### config.mk
export PLATFORM = sky130hd
export DESIGN_NAME = serialsub4
export DESIGN_NICKNAME = d
export VERILOG_FILES = /design/src/rtl/serialsub4_pkg.sv /design/src/rtl/serialsub4_fullsub.sv /design/src/rtl/serialsub4.sv
export SDC_FILE = /design/constraint.sdc
export NUM_CORES = 1
export LEC_CHECK = 0
export CORE_MARGIN = 4
export CORE_UTILIZATION = 39
export DETAILED_ROUTE_END_ITERATION = 12
export PLACE_DENSITY = 0.63
export SYNTH_ARGS = -nofsm -noshare
export SYNTH_HDL_FRONTEND = slang
export SYNTH_SLANG_ARGS = --single-unit
### constraint.sdc
create_clock -name clk -period 1.9 [get_ports clk]
set_clock_uncertainty 0.05 [all_clocks]
set_input_delay 0.19 -clock clk [delete_from_list [all_inputs] [get_ports clk]]
set_output_delay 0.19 -clock clk [all_outputs]
set_load 0.02 [all_outputs]
### src/rtl/serialsub4_pkg.sv
// Shared definitions for the bit-serial subtractor: FSM state encodings and default width.
package serialsub4_pkg;

   typedef enum logic [1:0] {
      ST_IDLE = 2'd0,
      ST_RUN  = 2'd1,
      ST_DONE = 2'd2
   } state_t;

   localparam int unsigned DEF_WIDTH = 4;

endpackage

### src/rtl/serialsub4_fullsub.sv
// 1-bit gate-level full subtractor: d = x - y - bi, bo = borrow out.
module fullsub (
   output logic d,
   output logic bo,
   input  logic x,
   input  logic y,
   input  logic bi
);

   logic xy;
   logic nx;
   logic nxy;
   logic t_gen;
   logic t_prop;

   xor g_xy   (xy, x, y);
   xor g_d    (d, xy, bi);
   not g_nx   (nx, x);
   and g_gen  (t_gen, nx, y);
   not g_nxy  (nxy, xy);
   and g_prop (t_prop, nxy, bi);
   or  g_bo   (bo, t_gen, t_prop);

endmodule

### src/rtl/serialsub4.sv
// Bit-serial subtractor: a - b - b_in, one bit per clock LSB first, with start/done handshake.
module serialsub4
   import serialsub4_pkg::*;
#(
   parameter int unsigned WIDTH = DEF_WIDTH
) (
   input  logic             clk,
   input  logic             rst_n,
   input  logic             start,
   input  logic [WIDTH-1:0] a,
   input  logic [WIDTH-1:0] b,
   input  logic             b_in,
   output logic             busy,
   output logic             done,
   output logic [WIDTH-1:0] diff,
   output logic             b_out
);

   localparam int unsigned    CW   = $clog2(WIDTH + 1);
   localparam logic [CW-1:0]  LAST = CW'(WIDTH - 1);

   state_t           state;
   logic [WIDTH-1:0] sa;
   logic [WIDTH-1:0] sb;
   logic [WIDTH-1:0] sd;
   logic             bor;
   logic [CW-1:0]    cnt;
   logic             d_bit;
   logic             bo_bit;
   logic [WIDTH-1:0] sd_next;

   fullsub u_fullsub (
      .d  (d_bit),
      .bo (bo_bit),
      .x  (sa[0]),
      .y  (sb[0]),
      .bi (bor)
   );

   // The current bit enters at the MSB so that after WIDTH shifts the LSB lands at bit 0.
   assign sd_next = {d_bit, sd[WIDTH-1:1]};

   // FSM, datapath shift registers and registered outputs in one clocked process.
   always_ff @(posedge clk or negedge rst_n) begin
      if (!rst_n) begin
         state <= ST_IDLE;
         sa    <= '0;
         sb    <= '0;
         sd    <= '0;
         bor   <= 1'b0;
         cnt   <= '0;
         busy  <= 1'b0;
         done  <= 1'b0;
         diff  <= '0;
         b_out <= 1'b0;
      end else begin
         case (state)
            ST_IDLE, ST_DONE: begin
               if (start) begin
                  sa    <= a;
                  sb    <= b;
                  sd    <= '0;
                  bor   <= b_in;
                  cnt   <= '0;
                  state <= ST_RUN;
                  busy  <= 1'b1;
                  done  <= 1'b0;
               end else begin
                  state <= ST_IDLE;
                  busy  <= 1'b0;
                  done  <= 1'b0;
               end
            end
            ST_RUN: begin
               sa  <= {1'b0, sa[WIDTH-1:1]};
               sb  <= {1'b0, sb[WIDTH-1:1]};
               sd  <= sd_next;
               bor <= bo_bit;
               cnt <= cnt + CW'(1);
               if (cnt == LAST) begin
                  diff  <= sd_next;
                  b_out <= bo_bit;
                  state <= ST_DONE;
                  busy  <= 1'b0;
                  done  <= 1'b1;
               end
            end
            default: begin
               state <= ST_IDLE;
               busy  <= 1'b0;
               done  <= 1'b0;
            end
         endcase
      end
   end

endmodule

==> key figures <==
Status
  • Outcome: complete, no violations

Clocking
  • Cts-stage hold buffer count: 0
  • Setup Buffers After CTS: 0
  • Number of gates resized after CTS: 0
  • Reg clk slew, reported paths: 130 ps
  • Clock Latency Late Sink: 310 ps
  • CTS H-tree depth: 1
  • CTS tree: yes
  • Sink Count: 23
  • CTS Buf Count: 3
  • Cell at the root of the clock tree: clkbuf_4
  • CTS Buffer Depth: 2

Floorplan
  • Core ar.: 2810 um2
  • Die ar.: 3900 um2
  • Cell Rows: 19
  • Initial Utilization: 41.3%
  • Chip Height: 62.5 um
  • Io pins: 19
  • Die X-Extent: 62.5 um

Yosys
  • Synth async-reset ratio: 100%
  • Post-synth EDFFs: 0
  • Synth Area per Inst: 12.2 um2
  • Sequential-to-total area share from yosys stat: 49.7%
  • Synth unique cells: 24
  • Cell Area, Synth: 1160 um2
  • Yosys reg bits: 23
  • Syn. warnings: 0
  • Synth Net Count: 110
  • Synthesized instance count: 95
  • Top FF cell, synth: dfrtp_1

STA
  • Max Slew Vio Count: 0
  • Setup violators final: 0
  • Normalized max-slew margin: 60.8%
  • Slew @ Worst Pin: 586 ps
  • Tmin final: 1610 ps
  • RSZ-0062 raised after global routing: false
  • Final Hold Viols: 0
  • Aggregate negative setup slack: 0 ps
  • WHS: 160 ps
  • FMAX: 0.620 GHz
  • Final period utilization: 84.9%

Global route
  • All-Layer GR Usage: 11.7%
  • Vias in the first global route: 798
  • Initial antenna violation count: 0
  • First-pass GRT wire length: 3.65 mm
  • Global route overflow: 0
  • Largest net degree at the start of global routing: 24

Finish
  • # diodes: 0
  • Most common cell after layout, fill and taps aside: dfrtp_1
  • Layout cells sized above 1: 14.0%
  • Non-Filler Instances: 145
  • Finished layout cell area: 1380 um2
  • Most frequent cells in the layout: dfrtp_1, clkdlybuf4s50_1, mux2i_1
  • Area grow syn2layout: 18.9%
  • Final #Nets: 130

Detailed routing
  • DR WL/cell: 13.5 um
  • Drt total wl: 1.96 mm
  • Pre-Repair DR Iteration Count: 4
  • DRT iter0 DRCs: 21
  • Vias per inst: 5.21
  • DRC Markers: 0
  • Via count: 755
  • Antenna-violating nets left: 0

Pwr
  • Share of power burned in registers: 42.3%
  • Max rail drop VDD: 0.629 mV
  • P per Cell Area: 1570 nW/um2
  • Leakage power: 0.617 nW
  • Sw Ratio: 35.8%
  • Clock network power share: 10.3%
  • Combinational Power Share: 47.4%
  • Internal Pwr Total: 0.00138 W
  • Switch Pwr: 0.000772 W

Place
  • RD Place Congestion: 0.703
  • IO buf count: 18
  • Cell count after placement: 141
  • Placed cell area: 1350 um2
  • HPWL after DPL: 1.35 mm

Worst setup path
  • Endpoint kind of the worst setup timing path: flop
  • CP Data Required Time: 2050 ps
  • CP Launch Type: flop
  • Critical Path AT: 1770 ps
  • R2R depth: 4
  • Critical path class: reg -> reg
  • Crit-path max FO: 3

Job
  • Max-cap violations: 0

Min path
  • Worst min path class: in -> async
## sequential cells by signal, indices dropped and copies added, names as in the netlist
name / flops
state: 1
sd: 3
sa: 4
done: 1
b_out: 1
busy: 1
bor: 1
sb: 4
diff: 4
cnt: 3
## power by group through the flow
stage	Combinational [W]	Sequential (W)	Clock [W]
after floorplan	0.000750	0.000921	0
after global placement	0.00101	0.000915	0
after detailed placement	0.00104	0.000922	0
after CTS	0.00104	0.000914	0.000239
after global routing	0.00113	0.000955	0.000261
final	0.00102	0.000912	0.000223
## stage by stage
step | total power [W] | util, % | setup slack, ps
after global routing | 0.00235 | 49.1 | 234
after floorplan | 0.00167 | - | 383
final | 0.00216 | 49.1 | 287
after detailed placement | 0.00196 | 48.1 | 271
after global placement | 0.00193 | 48.1 | 287
after CTS | 0.00219 | 49.1 | 279
## layer usage
layer | track usage, % | part of all wire [%]
met2 | 19.3 | 46
met5 | 0 | 0
met4 | 4.13 | 0.87
met1 | 13.5 | 48
met3 | 4.86 | 5.8
## logic make-up after synthesis
family / count (synthesis) / synth area share (%)
compound gates: 26 / 14.9
flops: 23 / 49.7
mux: 16 / 16.4
simple gates: 14 / 8.11
buf+inv: 12 / 6.16
fa+ha+maj: 3 / 3.89
xor+xnor: 1 / 0.757
## synthesized netlist by cell type (3+ instances only)
cell type,count,area (um2)
dfrtp_1,23,576
mux2i_1,7,70.1
a211oi_1,6,45.0
a21oi_1,6,30.0
a22o_1,6,52.6
inv_1,6,22.5
nor2b_1,6,37.5
mux2_4,5,75.1
o21ai_0,5,25.0
buf_2,3,15.0
buf_6,3,33.8
mux2_2,3,33.8
## final timing paths
kind	start	endpoint	slack [ps]
hold / removal	rst_n	cnt[1]	160
max in group asynchronous	rst_n	b_out	1400
min in group clk	b[2]	sb[2]	420
setup / recovery	sb[0]	sd[3]	290
setup reg to reg	sb[0]	sd[3]	290
hold reg to reg	b_out	b_out	450
## cell type report
type	instances	area [um2]
Multi-Input combinational cell	60	510
Sequential cell	23	576
Tap cell	31	38.8
Clock buffer	4	26.3
Timing Repair Buffer	21	203
Inverter	6	22.5
Fill cell	270	1430
## critical path, cell delays in order, from the launching register on
cell and delay [ps]:
dfrtp_1 390, inv_1 70, fa_1 500, mux2_4 280, a22o_1 220
Note: power is estimated with default switching activity, not from simulation.
